$ cat config.mk
export PLATFORM = sky130hd
export DESIGN_NAME = decompress_16b40b
export DESIGN_NICKNAME = d
export VERILOG_FILES = /design/src/rtl/decompress_16b40b_pkg.sv /design/src/rtl/decompress_16b40b_bfp_expand_lane.sv /design/src/rtl/decompress_16b40b.sv
export SDC_FILE = /design/constraint.sdc
export NUM_CORES = 1
export LEC_CHECK = 0
export CAP_MARGIN = 20
export CORE_ASPECT_RATIO = 0.9
export CORE_UTILIZATION = 40
export CTS_CLUSTER_SIZE = 12
export DETAILED_ROUTE_END_ITERATION = 7
export PLACE_DENSITY = 0.66
export SETUP_SLACK_MARGIN = 0.15
export SYNTH_ARGS = -nofsm -noshare
export SYNTH_HDL_FRONTEND = slang
export SYNTH_SLANG_ARGS = --single-unit
$ cat constraint.sdc
create_clock -name clk -period 1.9 [get_ports clk]
set_input_delay 0.285 -clock clk [delete_from_list [all_inputs] [get_ports clk]]
set_output_delay 0.285 -clock clk [all_outputs]
set_load 0.01 [all_outputs]
$ cat src/rtl/decompress_16b40b_pkg.sv
// Shared constants, FSM encoding and payload types for the 16b->40b BFP expander.
package decompress_16b40b_pkg;

    localparam int unsigned NUM       = 16;
    localparam int unsigned OW        = 40;
    localparam int unsigned PKT_LEN   = 24;
    localparam int unsigned SHIFT_MAX = 24;
    localparam int unsigned SW        = 5;
    localparam int unsigned CW        = 6;
    localparam int unsigned PAD       = OW - NUM;

    typedef enum logic {
        ST_IDLE   = 1'b0,
        ST_IN_PKT = 1'b1
    } state_e;

    typedef struct packed {
        logic       sel;
        logic [6:0] slot_idx;
        logic [3:0] symb_idx;
        logic [8:0] prb_idx;
        logic [3:0] ch_type;
        logic [7:0] info;
    } side_t;

    typedef struct packed {
        logic shift_err;
        logic len_err;
        logic frm_err;
    } err_t;

    // Exponents beyond the all-zero point behave as the all-zero exponent.
    function automatic logic [SW-1:0] clamp_shift(input logic [SW-1:0] s);
        return (32'(s) > SHIFT_MAX) ? SW'(SHIFT_MAX) : s;
    endfunction

endpackage

$ cat src/rtl/decompress_16b40b_bfp_expand_lane.sv
// One registered component expander: sext({m, zeros}) >>> shift.
module bfp_expand_lane
    import decompress_16b40b_pkg::*;
(
    input  logic            clk,
    input  logic            rst,
    input  logic [NUM-1:0]  i_m,
    input  logic [SW-1:0]   i_shift,
    output logic [OW-1:0]   o_dout
);

    logic signed [OW-1:0] ext;
    logic        [OW-1:0] dout_d;
    logic        [OW-1:0] dout_q;

    // Left-justify the mantissa, then shift back down keeping the sign.
    always_comb begin
        ext    = {i_m, {PAD{1'b0}}};
        dout_d = OW'(ext >>> i_shift);
    end

    // Output register.
    always_ff @(posedge clk) begin
        if (rst) begin
            dout_q <= '0;
        end else begin
            dout_q <= dout_d;
        end
    end

    assign o_dout = dout_q;

endmodule

$ cat src/rtl/decompress_16b40b.sv
// Block-floating-point expander: 16b I/Q mantissas + per-packet exponent -> 40b I/Q.
module decompress_16b40b
    import decompress_16b40b_pkg::*;
(
    input  logic              clk,
    input  logic              rst,
    input  logic              i_sel,
    input  logic              i_sop,
    input  logic              i_eop,
    input  logic              i_vld,
    input  logic [2*NUM-1:0]  i_din,
    input  logic [SW-1:0]     i_shift,
    input  logic [6:0]        i_slot_idx,
    input  logic [3:0]        i_symb_idx,
    input  logic [8:0]        i_prb_idx,
    input  logic [3:0]        i_ch_type,
    input  logic [7:0]        i_info,
    output logic              o_sel,
    output logic              o_sop,
    output logic              o_eop,
    output logic              o_vld,
    output logic [2*OW-1:0]   o_dout,
    output logic [6:0]        o_slot_idx,
    output logic [3:0]        o_symb_idx,
    output logic [8:0]        o_prb_idx,
    output logic [3:0]        o_type,
    output logic [7:0]        o_info,
    output logic              o_shift_err,
    output logic              o_len_err,
    output logic              o_frm_err
);

    state_e             state_q, state_d;
    logic [CW-1:0]      cnt_q, cnt_d;
    logic [SW-1:0]      lat_q, lat_d;
    logic [SW-1:0]      sh_clamp;
    logic [CW:0]        cnt_inc;

    logic               s1_vld_q, s1_vld_d;
    logic               s1_sop_q, s1_sop_d;
    logic               s1_eop_q, s1_eop_d;
    logic [2*NUM-1:0]   s1_din_q, s1_din_d;
    logic [SW-1:0]      s1_shift_q, s1_shift_d;
    side_t              s1_side_q, s1_side_d;
    err_t               s1_err_q, s1_err_d;

    logic               s2_vld_q, s2_vld_d;
    logic               s2_sop_q, s2_sop_d;
    logic               s2_eop_q, s2_eop_d;
    side_t              s2_side_q, s2_side_d;
    err_t               s2_err_q, s2_err_d;

    logic [OW-1:0]      dout_i, dout_q;

    // Packet framing FSM, beat counter, exponent latch and error detection.
    always_comb begin
        state_d  = state_q;
        cnt_d    = cnt_q;
        lat_d    = lat_q;
        s1_err_d = '0;
        sh_clamp = clamp_shift(i_shift);
        cnt_inc  = {1'b0, cnt_q} + (CW+1)'(1);
        if (i_vld) begin
            if (i_sop) begin
                lat_d              = sh_clamp;
                s1_err_d.shift_err = (32'(i_shift) > SHIFT_MAX);
            end
            case (state_q)
                ST_IDLE: begin
                    if (i_sop && i_eop) begin
                        s1_err_d.len_err = (PKT_LEN != 32'd1);
                        cnt_d            = '0;
                    end else if (i_sop) begin
                        cnt_d   = CW'(1);
                        state_d = ST_IN_PKT;
                    end else begin
                        s1_err_d.frm_err = 1'b1;
                    end
                end
                ST_IN_PKT: begin
                    if (i_sop) begin
                        s1_err_d.frm_err = 1'b1;
                        if (i_eop) begin
                            s1_err_d.len_err = (PKT_LEN != 32'd1);
                            cnt_d            = '0;
                            state_d          = ST_IDLE;
                        end else begin
                            cnt_d = CW'(1);
                        end
                    end else if (i_eop) begin
                        s1_err_d.len_err = (cnt_inc != (CW+1)'(PKT_LEN));
                        cnt_d            = '0;
                        state_d          = ST_IDLE;
                    end else if (cnt_q != {CW{1'b1}}) begin
                        cnt_d = cnt_q + CW'(1);
                    end
                end
                default: state_d = ST_IDLE;
            endcase
        end
    end

    // Stage 1 capture: controls qualified by valid, effective exponent selected.
    always_comb begin
        s1_vld_d   = i_vld;
        s1_sop_d   = i_sop & i_vld;
        s1_eop_d   = i_eop & i_vld;
        s1_din_d   = i_din;
        s1_shift_d = (i_vld && i_sop) ? sh_clamp : lat_q;
        s1_side_d  = '{sel: i_sel, slot_idx: i_slot_idx, symb_idx: i_symb_idx,
                       prb_idx: i_prb_idx, ch_type: i_ch_type, info: i_info};
    end

    // Stage 2 capture of everything that does not go through the lanes.
    always_comb begin
        s2_vld_d  = s1_vld_q;
        s2_sop_d  = s1_sop_q;
        s2_eop_d  = s1_eop_q;
        s2_side_d = s1_side_q;
        s2_err_d  = s1_err_q;
    end

    // Control state and pipeline registers.
    always_ff @(posedge clk) begin
        if (rst) begin
            state_q    <= ST_IDLE;
            cnt_q      <= '0;
            lat_q      <= SW'(SHIFT_MAX);
            s1_vld_q   <= 1'b0;
            s1_sop_q   <= 1'b0;
            s1_eop_q   <= 1'b0;
            s1_din_q   <= '0;
            s1_shift_q <= '0;
            s1_side_q  <= '0;
            s1_err_q   <= '0;
            s2_vld_q   <= 1'b0;
            s2_sop_q   <= 1'b0;
            s2_eop_q   <= 1'b0;
            s2_side_q  <= '0;
            s2_err_q   <= '0;
        end else begin
            state_q    <= state_d;
            cnt_q      <= cnt_d;
            lat_q      <= lat_d;
            s1_vld_q   <= s1_vld_d;
            s1_sop_q   <= s1_sop_d;
            s1_eop_q   <= s1_eop_d;
            s1_din_q   <= s1_din_d;
            s1_shift_q <= s1_shift_d;
            s1_side_q  <= s1_side_d;
            s1_err_q   <= s1_err_d;
            s2_vld_q   <= s2_vld_d;
            s2_sop_q   <= s2_sop_d;
            s2_eop_q   <= s2_eop_d;
            s2_side_q  <= s2_side_d;
            s2_err_q   <= s2_err_d;
        end
    end

    bfp_expand_lane u_lane_i (
        .clk     (clk),
        .rst     (rst),
        .i_m     (s1_din_q[2*NUM-1:NUM]),
        .i_shift (s1_shift_q),
        .o_dout  (dout_i)
    );

    bfp_expand_lane u_lane_q (
        .clk     (clk),
        .rst     (rst),
        .i_m     (s1_din_q[NUM-1:0]),
        .i_shift (s1_shift_q),
        .o_dout  (dout_q)
    );

    assign o_dout      = {dout_i, dout_q};
    assign o_vld       = s2_vld_q;
    assign o_sop       = s2_sop_q;
    assign o_eop       = s2_eop_q;
    assign o_sel       = s2_side_q.sel;
    assign o_slot_idx  = s2_side_q.slot_idx;
    assign o_symb_idx  = s2_side_q.symb_idx;
    assign o_prb_idx   = s2_side_q.prb_idx;
    assign o_type      = s2_side_q.ch_type;
    assign o_info      = s2_side_q.info;
    assign o_shift_err = s2_err_q.shift_err;
    assign o_len_err   = s2_err_q.len_err;
    assign o_frm_err   = s2_err_q.frm_err;

endmodule

==> impl_metrics.tcl <==
set metrics [dict create \
    netlist_top_cells_area "dfxtp_1 48%, nor2b_1 8.8%, mux2i_1 7.4%, mux4_2 3.4%, nand2_1 2.4%" \
    powerDensity_nw_per_um2 809 \
    finalSetupViolCount 1 \
    p_leak_nw 5.15 \
    stdcell_count 1472 \
    synth-edff-count 0 \
    violations "setup timing" \
    skew_ns 0.0118 \
    maxCapViolations 0 \
    cts.clk_slew.worst_paths_ns 0.06 \
    grtUsageTotal_pct 25.9 \
    chipWidth_um 158 \
    synth_top_area_cell "dfxtp_1" \
    area_delta_synth_final_pct 55.9 \
    crit_path_end_kind "register" \
    gp_congestion 0.922 \
    synthesis.area_um2 8710 \
    synth-xor-area-share_pct 0 \
    synth.yosys.seq_area_share_pct 47.6 \
    vias 8091 \
    syn-num-nets 944 \
    synth_common_cells "207 x dfxtp_1, 122 x nor2b_1, 64 x mux2i_1" \
    final_area_um2 13600 \
    grt_pass1_wl_um 44500 \
    synth-simple-area-share_pct 19.4 \
    grt.overflow.total 0 \
    n_antenna_cell 0 \
    start_util_pct 41.3 \
    grt_pass1_vias 7765 \
    hold_class "in2reg" \
    drive_gt1_share_pct 29.3 \
    cp_top_family "multiplexers" \
    finalHoldViolations 0 \
    path_class "reg2reg" \
    drc 0 \
    worstPathCellList "buf_6 -> mux4_2 -> a222oi_1 -> buf_4 -> nand2b_4 -> a21oi_2" \
    clockBufferDepth 3 \
    drt-vias-per-instance 5.50 \
    cp_max_fo 7 \
    io_buffers 193 \
    synth-async-reset-ratio_pct 0 \
    postPlaceCellArea_um2 11700 \
    io_pins 194 \
    cp-start-kind "register" \
    netlist_instances 866 \
    place_hpwl_um 21400 \
    drv_slew 0 \
    synth_top_family_by_area "simple AND/OR/NAND/NOR gates" \
    crit_buf_inv 2 \
    cp_slowest_cell "mux4_2" \
    fmax_mhz 522 \
    ir_drop_mv 0.551 \
    htreeDepth 1 \
    yosysTopAreaCellShare_pct 47.6 \
    clockRootBuffer "clkbuf_16" \
    syn_avg_cell_area_um2 10.1 \
    synthMuxAreaShare_pct 13.6 \
    synthAdderAreaFrac_pct 0.431 \
    cp.arrival_ns 2.32 \
    rows 50 \
    cp.required_ns 2.30 \
    cts_tree "done" \
    worstMarginPinSlew_ns 0.641 \
    slew_headroom_pct 56.8 \
    synthFlopType "dfxtp_1" \
    rsz0062_at_grt "true" \
    cts_made_buffers 22 \
    fin_crit_ns 1.92 \
    drt-wirelength-per-cell_um 20.1 \
    outcome "finished with violations" \
    fin_crit_sh_pct 101 \
    antenna_found_initial 0 \
    synth_compound_area_share_pct 14.7 \
    antenna_left 0 \
    nets 1253 \
    grt_max_degree 72 \
    finalWirelength_um 29600 \
    ys_ff_latch 207 \
    clock_latency_ns 0.51 \
    fp.dieArea_um2 22400 \
    first_pass_iters 5 \
    drt_iter0_markers 567 \
    synth.most_common_cell "dfxtp_1" \
    synthDistinctLibCells 72 \
    core_area_um2 21100 \
    fin_ws_ns -0.0158 \
    ys.warnings.count 0 \
    placedCellCount 1412 \
    slowest_delay_ns 0.51 \
    cts_sinks 207 \
    die_h_um 142 \
]
## worst reg2reg max path: stages (launching register included)
cell and delay, ns:
dfxtp_4 0.41, buf_6 0.13, mux4_2 0.52, a222oi_1 0.38
buf_4 0.21, nand2b_4 0.12, a21oi_2 0.04
## routing by layer
metal | global-route usage, % | part of all wire [%] | up-vias
met5 | 0 | 0 | -
li1 | - | - | 3736
met3 | 5.57 | 9.0 | 80
met1 | 34.9 | 42 | 3857
met2 | 40.8 | 44 | 418
met4 | 9.40 | 4.2 | 0
## cell families after synthesis
group,after synthesis
buf+inv,73
fa+ha+maj,3
mux,96
flops,207
simple gates,306
compound gates,181
## report_power, final
part	switching, W	internal [W]	leakage (nW)	total (W)
Sequential	0.000131	0.00457	1.71	0.00470
Combinational	0.00103	0.00113	3.10	0.00216
Clock	0.00163	0.00248	0.337	0.00411
## worst paths after layout
path | slack, ns | end | cells past startpoint | startpoint
worst max-delay path | -0.02 | u_lane_i.o_dout[7]$_SDFF_PP0_ | 6 | s1_shift_q[1]$_SDFF_PP0_
worst min-delay path | 0.1 | o_info[5]$_SDFF_PP0_ | 2 | rst
worst max register to register | -0.02 | u_lane_i.o_dout[7]$_SDFF_PP0_ | 6 | s1_shift_q[1]$_SDFF_PP0_
worst min register to register | 0.43 | o_slot_idx[6]$_SDFF_PP0_ | 1 | s1_side_q[31]$_SDFF_PP0_
## metrics by stage
stage	total power (W)	setup TNS, ns	setup WS, ns	hold WS [ns]	util [%]
2_1_floorplan	0.00560	0	0.151	0.396	-
3_3_place_gp	0.00656	-1.13	-0.143	0.416	55.6
4_1_cts	0.0109	-0.00109	-0.00109	0.0958	62.8
6_report	0.0110	-0.0158	-0.0158	0.0961	64.4
5_1_grt	0.0113	-0.298	-0.0426	0.109	64.4
3_5_place_dp	0.00657	-1.84	-0.207	0.420	55.6
## registers in the layout (all words and copies together), names as in the netlist, 3 cells and up
signal / flops
u_lane_i.o_dout: 40
u_lane_q.o_dout: 40
s1_side_q: 33
s1_din_q: 32
o_prb_idx: 9
o_info: 8
o_slot_idx: 7
cnt_q: 6
lat_q: 5
s1_shift_q: 5
o_symb_idx: 4
o_type: 4
s1_err_q: 3
## cell usage in the layout, fill, tap and decap left out, types with 5 or more instances in the layout
| cell type | count |
|---|---|
| clkbuf_1 | 6 |
| nor3_1 | 11 |
| and2_1 | 9 |
| a31oi_1 | 5 |
| o22ai_2 | 10 |
| a22oi_2 | 6 |
| mux2i_4 | 12 |
| buf_12 | 9 |
| nand2_1 | 49 |
| a21oi_1 | 22 |
| mux2i_2 | 14 |
| nor2_1 | 36 |
| or3_1 | 6 |
| o211ai_1 | 12 |
| mux2_2 | 7 |
| buf_4 | 122 |
| buf_6 | 24 |
| mux4_2 | 15 |
| mux2i_1 | 39 |
| o21ai_0 | 23 |
| a211oi_2 | 5 |
| clkdlybuf4s50_1 | 192 |
| clkbuf_16 | 24 |
| nor2b_1 | 117 |
| o22ai_1 | 13 |
| nor3_2 | 5 |
| nand3_1 | 18 |
| mux2_4 | 9 |
| nand2b_1 | 14 |
| dfxtp_1 | 200 |
## cell type report
| class | instances | area, um^2 |
|---|---|---|
| clock buffers | 33 | 653 |
| clock inverters | 2 | 35.0 |
| fillers | 1733 | 7510 |
| inverters | 7 | 30.0 |
| multi-input cells | 586 | 4970 |
| flip-flops and latches | 207 | 4160 |
| well taps | 286 | 358 |
| repair buffers | 351 | 3360 |
## timing repair
action | in CTS | in global routing
endpoints found under the hold margin | 0 | 0
hold buffers | 0 | 0
setup buffers | 18 | 6
gates resized for setup | 146 | 60
pin swaps | 39 | 14
gates cloned | 0 | 1
setup endpoints to repair | 76 | 77
Note: power is estimated with default switching activity, not from simulation.
